<file path="src/rtl/mem_arbiter_pkg.sv">
// Shared definitions for the instruction/data memory arbiter: default word
// width, FSM state encoding, grant encoding and the round-robin pick rule.
package mem_arbiter_pkg;

    localparam int WORD_SIZE = 16;

    typedef enum logic [1:0] {
        IDLE = 2'b00,
        BUSY = 2'b01,
        DONE = 2'b10
    } state_e;

    typedef enum logic {
        GRANT_I = 1'b0,
        GRANT_D = 1'b1
    } grant_e;

    // A lone requester always wins; on a conflict the side that did not win
    // the previous grant is chosen.
    function automatic grant_e pick_grant(input logic ireq, input logic dreq,
                                          input grant_e last);
        grant_e g;
        if (ireq && dreq) begin
            if (last == GRANT_I) begin
                g = GRANT_D;
            end else begin
                g = GRANT_I;
            end
        end else if (dreq) begin
            g = GRANT_D;
        end else begin
            g = GRANT_I;
        end
        return g;
    endfunction

endpackage

</file>
<file path="src/rtl/access_counter.sv">
// Wrapping completion counter: adds one on every enabled cycle, rolls over
// from all-ones to zero, cleared by the asynchronous reset.
module access_counter #(
    parameter int WIDTH = 16
) (
    input  logic             clk,
    input  logic             reset_n,
    input  logic             en_i,
    output logic [WIDTH-1:0] count_o
);

    logic [WIDTH-1:0] count_q;
    logic [WIDTH-1:0] count_d;

    // Next count: increment when enabled, natural modulo-2^WIDTH wrap.
    always_comb begin
        count_d = count_q;
        if (en_i) begin
            count_d = count_q + {{(WIDTH-1){1'b0}}, 1'b1};
        end else begin
            count_d = count_q;
        end
    end

    // Count register.
    always_ff @(posedge clk or negedge reset_n) begin
        if (!reset_n) begin
            count_q <= {WIDTH{1'b0}};
        end else begin
            count_q <= count_d;
        end
    end

    assign count_o = count_q;

endmodule

</file>
<file path="src/rtl/mem_arbiter.sv">
// Two-port (instruction fetch / data) arbiter in front of a single memory
// port. One access at a time: IDLE grants, BUSY drives the strobe until the
// memory answers, DONE pulses the acknowledge. Conflicts are round-robin.
module mem_arbiter
    import mem_arbiter_pkg::*;
#(
    parameter int WORD_SIZE = mem_arbiter_pkg::WORD_SIZE
) (
    input  logic                 clk,
    input  logic                 reset_n,
    input  logic                 i_req,
    input  logic [WORD_SIZE-1:0] i_addr,
    output logic                 i_ack,
    output logic [WORD_SIZE-1:0] i_rdata,
    input  logic                 d_req,
    input  logic                 d_we,
    input  logic [WORD_SIZE-1:0] d_addr,
    input  logic [WORD_SIZE-1:0] d_wdata,
    output logic                 d_ack,
    output logic [WORD_SIZE-1:0] d_rdata,
    output logic                 mem_read,
    output logic                 mem_write,
    output logic [WORD_SIZE-1:0] mem_addr,
    output logic [WORD_SIZE-1:0] mem_wdata,
    input  logic [WORD_SIZE-1:0] mem_rdata,
    input  logic                 mem_ready,
    output logic [WORD_SIZE-1:0] num_iacc,
    output logic [WORD_SIZE-1:0] num_dacc
);

    state_e               state_q, state_d;
    grant_e               last_grant_q, last_grant_d;
    grant_e               cur_grant_q, cur_grant_d;
    grant_e               grant_s;
    logic                 mem_read_q, mem_read_d;
    logic                 mem_write_q, mem_write_d;
    logic [WORD_SIZE-1:0] mem_addr_q, mem_addr_d;
    logic [WORD_SIZE-1:0] mem_wdata_q, mem_wdata_d;
    logic [WORD_SIZE-1:0] i_rdata_q, i_rdata_d;
    logic [WORD_SIZE-1:0] d_rdata_q, d_rdata_d;
    logic                 i_ack_q, i_ack_d;
    logic                 d_ack_q, d_ack_d;
    logic                 i_done_s;
    logic                 d_done_s;

    assign grant_s = pick_grant(i_req, d_req, last_grant_q);

    // Next-state and next-output logic. Acks are armed on the completing
    // BUSY edge so they are high for exactly the DONE cycle; mem_ready is
    // only looked at in BUSY.
    always_comb begin
        state_d      = state_q;
        last_grant_d = last_grant_q;
        cur_grant_d  = cur_grant_q;
        mem_read_d   = mem_read_q;
        mem_write_d  = mem_write_q;
        mem_addr_d   = mem_addr_q;
        mem_wdata_d  = mem_wdata_q;
        i_rdata_d    = i_rdata_q;
        d_rdata_d    = d_rdata_q;
        i_ack_d      = 1'b0;
        d_ack_d      = 1'b0;
        i_done_s     = 1'b0;
        d_done_s     = 1'b0;
        case (state_q)
            IDLE: begin
                if (i_req || d_req) begin
                    cur_grant_d  = grant_s;
                    last_grant_d = grant_s;
                    state_d      = BUSY;
                    if (grant_s == GRANT_D) begin
                        mem_addr_d  = d_addr;
                        mem_wdata_d = d_wdata;
                        mem_read_d  = ~d_we;
                        mem_write_d = d_we;
                    end else begin
                        mem_addr_d  = i_addr;
                        mem_read_d  = 1'b1;
                        mem_write_d = 1'b0;
                    end
                end else begin
                    state_d = IDLE;
                end
            end
            BUSY: begin
                if (mem_ready) begin
                    mem_read_d  = 1'b0;
                    mem_write_d = 1'b0;
                    state_d     = DONE;
                    if (cur_grant_q == GRANT_I) begin
                        i_rdata_d = mem_rdata;
                        i_ack_d   = 1'b1;
                        i_done_s  = 1'b1;
                    end else begin
                        if (!mem_write_q) begin
                            d_rdata_d = mem_rdata;
                        end else begin
                            d_rdata_d = d_rdata_q;
                        end
                        d_ack_d  = 1'b1;
                        d_done_s = 1'b1;
                    end
                end else begin
                    state_d = BUSY;
                end
            end
            DONE: begin
                state_d = IDLE;
            end
            default: begin
                state_d     = IDLE;
                mem_read_d  = 1'b0;
                mem_write_d = 1'b0;
            end
        endcase
    end

    // State and registered outputs; reset clears everything at once.
    always_ff @(posedge clk or negedge reset_n) begin
        if (!reset_n) begin
            state_q      <= IDLE;
            last_grant_q <= GRANT_I;
            cur_grant_q  <= GRANT_I;
            mem_read_q   <= 1'b0;
            mem_write_q  <= 1'b0;
            mem_addr_q   <= {WORD_SIZE{1'b0}};
            mem_wdata_q  <= {WORD_SIZE{1'b0}};
            i_rdata_q    <= {WORD_SIZE{1'b0}};
            d_rdata_q    <= {WORD_SIZE{1'b0}};
            i_ack_q      <= 1'b0;
            d_ack_q      <= 1'b0;
        end else begin
            state_q      <= state_d;
            last_grant_q <= last_grant_d;
            cur_grant_q  <= cur_grant_d;
            mem_read_q   <= mem_read_d;
            mem_write_q  <= mem_write_d;
            mem_addr_q   <= mem_addr_d;
            mem_wdata_q  <= mem_wdata_d;
            i_rdata_q    <= i_rdata_d;
            d_rdata_q    <= d_rdata_d;
            i_ack_q      <= i_ack_d;
            d_ack_q      <= d_ack_d;
        end
    end

    access_counter #(.WIDTH(WORD_SIZE)) u_icnt (
        .clk     (clk),
        .reset_n (reset_n),
        .en_i    (i_done_s),
        .count_o (num_iacc)
    );

    access_counter #(.WIDTH(WORD_SIZE)) u_dcnt (
        .clk     (clk),
        .reset_n (reset_n),
        .en_i    (d_done_s),
        .count_o (num_dacc)
    );

    assign mem_read  = mem_read_q;
    assign mem_write = mem_write_q;
    assign mem_addr  = mem_addr_q;
    assign mem_wdata = mem_wdata_q;
    assign i_rdata   = i_rdata_q;
    assign d_rdata   = d_rdata_q;
    assign i_ack     = i_ack_q;
    assign d_ack     = d_ack_q;

endmodule

</file>
<file path="config.mk">
export PLATFORM = sky130hd
export DESIGN_NAME = mem_arbiter
export DESIGN_NICKNAME = d
export VERILOG_FILES = /design/src/rtl/mem_arbiter_pkg.sv /design/src/rtl/access_counter.sv /design/src/rtl/mem_arbiter.sv
export SDC_FILE = /design/constraint.sdc
export NUM_CORES = 1
export LEC_CHECK = 0
export ABC_AREA = 1
export CELL_PAD_IN_SITES_DETAIL_PLACEMENT = 1
export CELL_PAD_IN_SITES_GLOBAL_PLACEMENT = 1
export CORE_ASPECT_RATIO = 0.75
export CORE_MARGIN = 10
export CORE_UTILIZATION = 29
export CTS_CLUSTER_DIAMETER = 200
export CTS_CLUSTER_SIZE = 24
export DETAILED_ROUTE_END_ITERATION = 12
export PLACE_DENSITY = 0.88
export SETUP_SLACK_MARGIN = 0.05
export SLEW_MARGIN = 20
export SYNTH_ARGS = -nofsm -noshare
export SYNTH_HDL_FRONTEND = slang
export SYNTH_SLANG_ARGS = --single-unit
</file>
<file path="constraint.sdc">
create_clock -name clk -period 1.4 [get_ports clk]
set_clock_uncertainty 0.05 [all_clocks]
set_input_delay 0.14 -clock clk [delete_from_list [all_inputs] [get_ports clk]]
set_output_delay 0.14 -clock clk [all_outputs]
set_load 0.02 [all_outputs]
</file>
==> metrics.csv <==
stage,metric,value,unit
outcome,status,"complete, but fails checks",
outcome,violations,setup timing,
timing,finalHoldViolations,0,
timing,worst_slack,-0.128,ns
synth,synth_seq_cells,103,
timing,fin_crit_sh,109,%
timing,relSlewSlack,71.8,%
synth,ys_seq_area_share,57.3,%
routing,wire_per_inst,18.7,µm
global_routing,grt_start_max_net_pins,75,
final_layout,instances_no_fill,981,
routing,first_pass_iters,4,
routing,vias,4570,
final_layout,fin_area,8020,µm²
timing,holdWs,0.292,ns
final_layout,final_core_util,52.7,%
synth,netlist_top_cells_area,"dfrtp_1, nand2_1, o21ai_0, nor2_1, inv_1",
min_path,hp-class,primary input to async pin,
clock_network,cts_tree,built,
placement,dp.cells,922,
floorplanning,die_w,164,µm
setup_path,r2r_slack,-0.13,ns
final_layout,area_growth,78.5,%
clock_network,clockBufferDepth,2,
timing,setup_violations,64,
job,drv_cap,0,
clock_network,path_clk_slew,0.08,ns
timing,fin_setup_tns,-4.42,ns
setup_path,critPathArrivalTime,1.71,ns
final_layout,diodes,0,
synth,synthCells,526,
setup_path,cp.required,1.58,ns
setup_path,path_max_fanout,8,
setup_path,crit_type,register to register,
setup_path,crit_path_frequent_cell,buf_12,
floorplanning,start_util,29.5,%
routing,drc,0,
synth,synth_top_cell_by_area,dfrtp_1,
global_routing,antenna_found_initial,1,
global_routing,grt_usage,15.1,%
synth,synth_cell_types,22,
timing,worstMarginPinSlew,0.423,ns
timing,finalCriticalPeriod,1.53,ns
timing,rsz0062_at_grt,yes,
floorplanning,core_area,15200,µm²
placement,dpl.hpwl,12100,µm
pwr,irDropWorstVdd,1080,µV
routing,ant_nets,0,
final_layout,final.fill_count,1740,
floorplanning,die_y,128,µm
synth,yosys.area.top_type_share,57.3,%
synth,avgSynthCellArea,8.54,µm²
placement,dpl_cell_area,6730,µm²
clock_network,cts_root_buffer,clkbuf_16,
global_routing,grt_overflow,0,
synth,synthesis.area,4490,µm²
global_routing,first_global_vias,4777,
placement,io_buffers,169,
timing,max_freq,0.654,GHz
setup_path,crit_path_top_delay_cell,dfrtp_1,
routing,drtIter0Drc,119,
clock_network,clk_latency,0.35,ns
setup_path,critical_path.max_stage_delay,0.41,ns
synth,synth-warning-count,0,
setup_path,crit_chain,buf_6 -> inv_4 -> nand2_4 -> nor2_4 -> buf_12 -> buf_12 -> nand2_8 -> buf_12 -> nand2_1 -> o21ai_0,
floorplanning,dieArea,20900,µm²
timing,slew_violations,0,
clock_network,cts_sinks,103,
clock_network,htreeDepth,3,
global_routing,grt_pass1_wl,25500,µm
final_layout,multi_input_area,2200,µm²
setup_path,start_kind,register,
routing,wl,18300,µm
floorplanning,io_pins,170,
synth,synthesis.nets,598,
floorplanning,rows,39,
clock_network,numCtsBuffers,9,
placement,gp_congestion,0.803,
final_layout,drive_gt1_share,31.2,%
final_layout,nNetsFinal,843,
setup_path,cp-end-kind,register,
routing,viasPerCell,4.66,
final_layout,ff_latch_area,2590,µm²
pwr,powerDensity,1870,nW/µm²
pwr,p_leak,3.87,nW
[stage by stage]
step	power (mW)	setup slack (ns)
after global placement	10.9	-0.271
after floorplan	7.56	0.0602
after global routing	15.9	-0.203
after CTS	13.3	-0.0662
after detailed placement	11.2	-0.323
final	15.0	-0.128
[critical path, delay by kind of cell, from the launching register on]
family          cells  cell delay, ns
buf+inv             5            0.57
flops               1            0.41
simple gates        4            0.28
compound gates      1            0.10
[kinds of logic (layout without fill, tap and decap cells)]
family | count (synthesis) | after routing | synth area share [%]
xor+xnor | 17 | 17 | 3.31
compound gates | 73 | 73 | 8.13
fa+ha+maj | 2 | 2 | 0.557
buf+inv | 60 | 310 | 5.48
simple gates | 271 | 271 | 25.2
flops | 103 | 103 | 57.3
[cells in the mapped netlist, drive strengths merged]
| cell type | number |
|---|---|
| xor2 | 7 |
| nand2 | 170 |
| dfrtp | 103 |
| nand3b | 5 |
| ha | 2 |
| nand4 | 9 |
| buf | 13 |
| xnor2 | 10 |
| nor2 | 56 |
| clkbuf | 5 |
| inv | 42 |
| a21oi | 1 |
| o21ai | 72 |
| nand3 | 29 |
| nor3 | 2 |
[flip-flops by register name (all words and copies together), names as in the netlist]
name and flops:
cur_grant_q 1, mem_write 1, mem_addr 16, state_q 2
u_dcnt.count_o 16, d_rdata 16, d_ack 1, u_icnt.count_o 16
i_ack 1, i_rdata 16, mem_wdata 16, mem_read 1
[cells in the final DEF, fill, tap and decap left out, types with 16 or more instances in the layout]
cell	synthesis	final
clkbuf_16	0	16
nor2_1	54	35
o21ai_1	16	38
nand2_1	167	113
dfrtp_1	103	93
buf_6	0	21
nand2_2	3	39
dlygate4sd2_1	0	74
inv_1	39	36
clkdlybuf4s50_1	0	68
nand3_1	29	23
buf_4	2	45
o21ai_0	56	21
[final cells by class]
| type | instances | share of cell area (%) |
|---|---|---|
| flip-flops and latches | 103 | 32.3 |
| well taps | 205 | 3.20 |
| repair buffers | 252 | 31.1 |
| inverters | 42 | 2.18 |
| clock buffers | 9 | 2.81 |
| clock inverters | 7 | 0.936 |
| multi-input cells | 363 | 27.5 |
[what timing repair did]
action / CTS / global route
cloned: 0 / 11
endpoints found under the setup margin: 181 / 115
gates resized for setup: 179 / 177
endpoints found under the hold margin: 103 / 0
setup buffers: 8 / 23
hold buffers: 1 / 0
pin swaps: 11 / 33
[worst paths after layout]
path | from | end | cells past startpoint
setup / recovery | state_q[1] | d_rdata[12] | 10
hold / removal | reset_n | u_dcnt.count_o[9] | 3
setup reg to reg | state_q[1] | d_rdata[12] | 10
hold reg to reg | mem_wdata[7] | mem_wdata[7] | 2
max in group asynchronous | reset_n | u_icnt.count_o[5] | 3
min in group clk | mem_rdata[15] | d_rdata[15] | 3
[per-layer routing]
layer	GRT usage, %	vias up	share of wire, %
met1	17.6	2249	41
met5	0	-	0
met2	24.8	144	49
met4	2.52	0	0.85
met3	7.64	13	9.4
li1	-	2164	-
[power by group]
group          switching (mW)  total (mW)  internal (mW)
logic                    4.12        7.50           3.39
clock network            1.29        2.55           1.27
registers               0.850        4.91           4.06
Power figures use the tool's default switching activity.
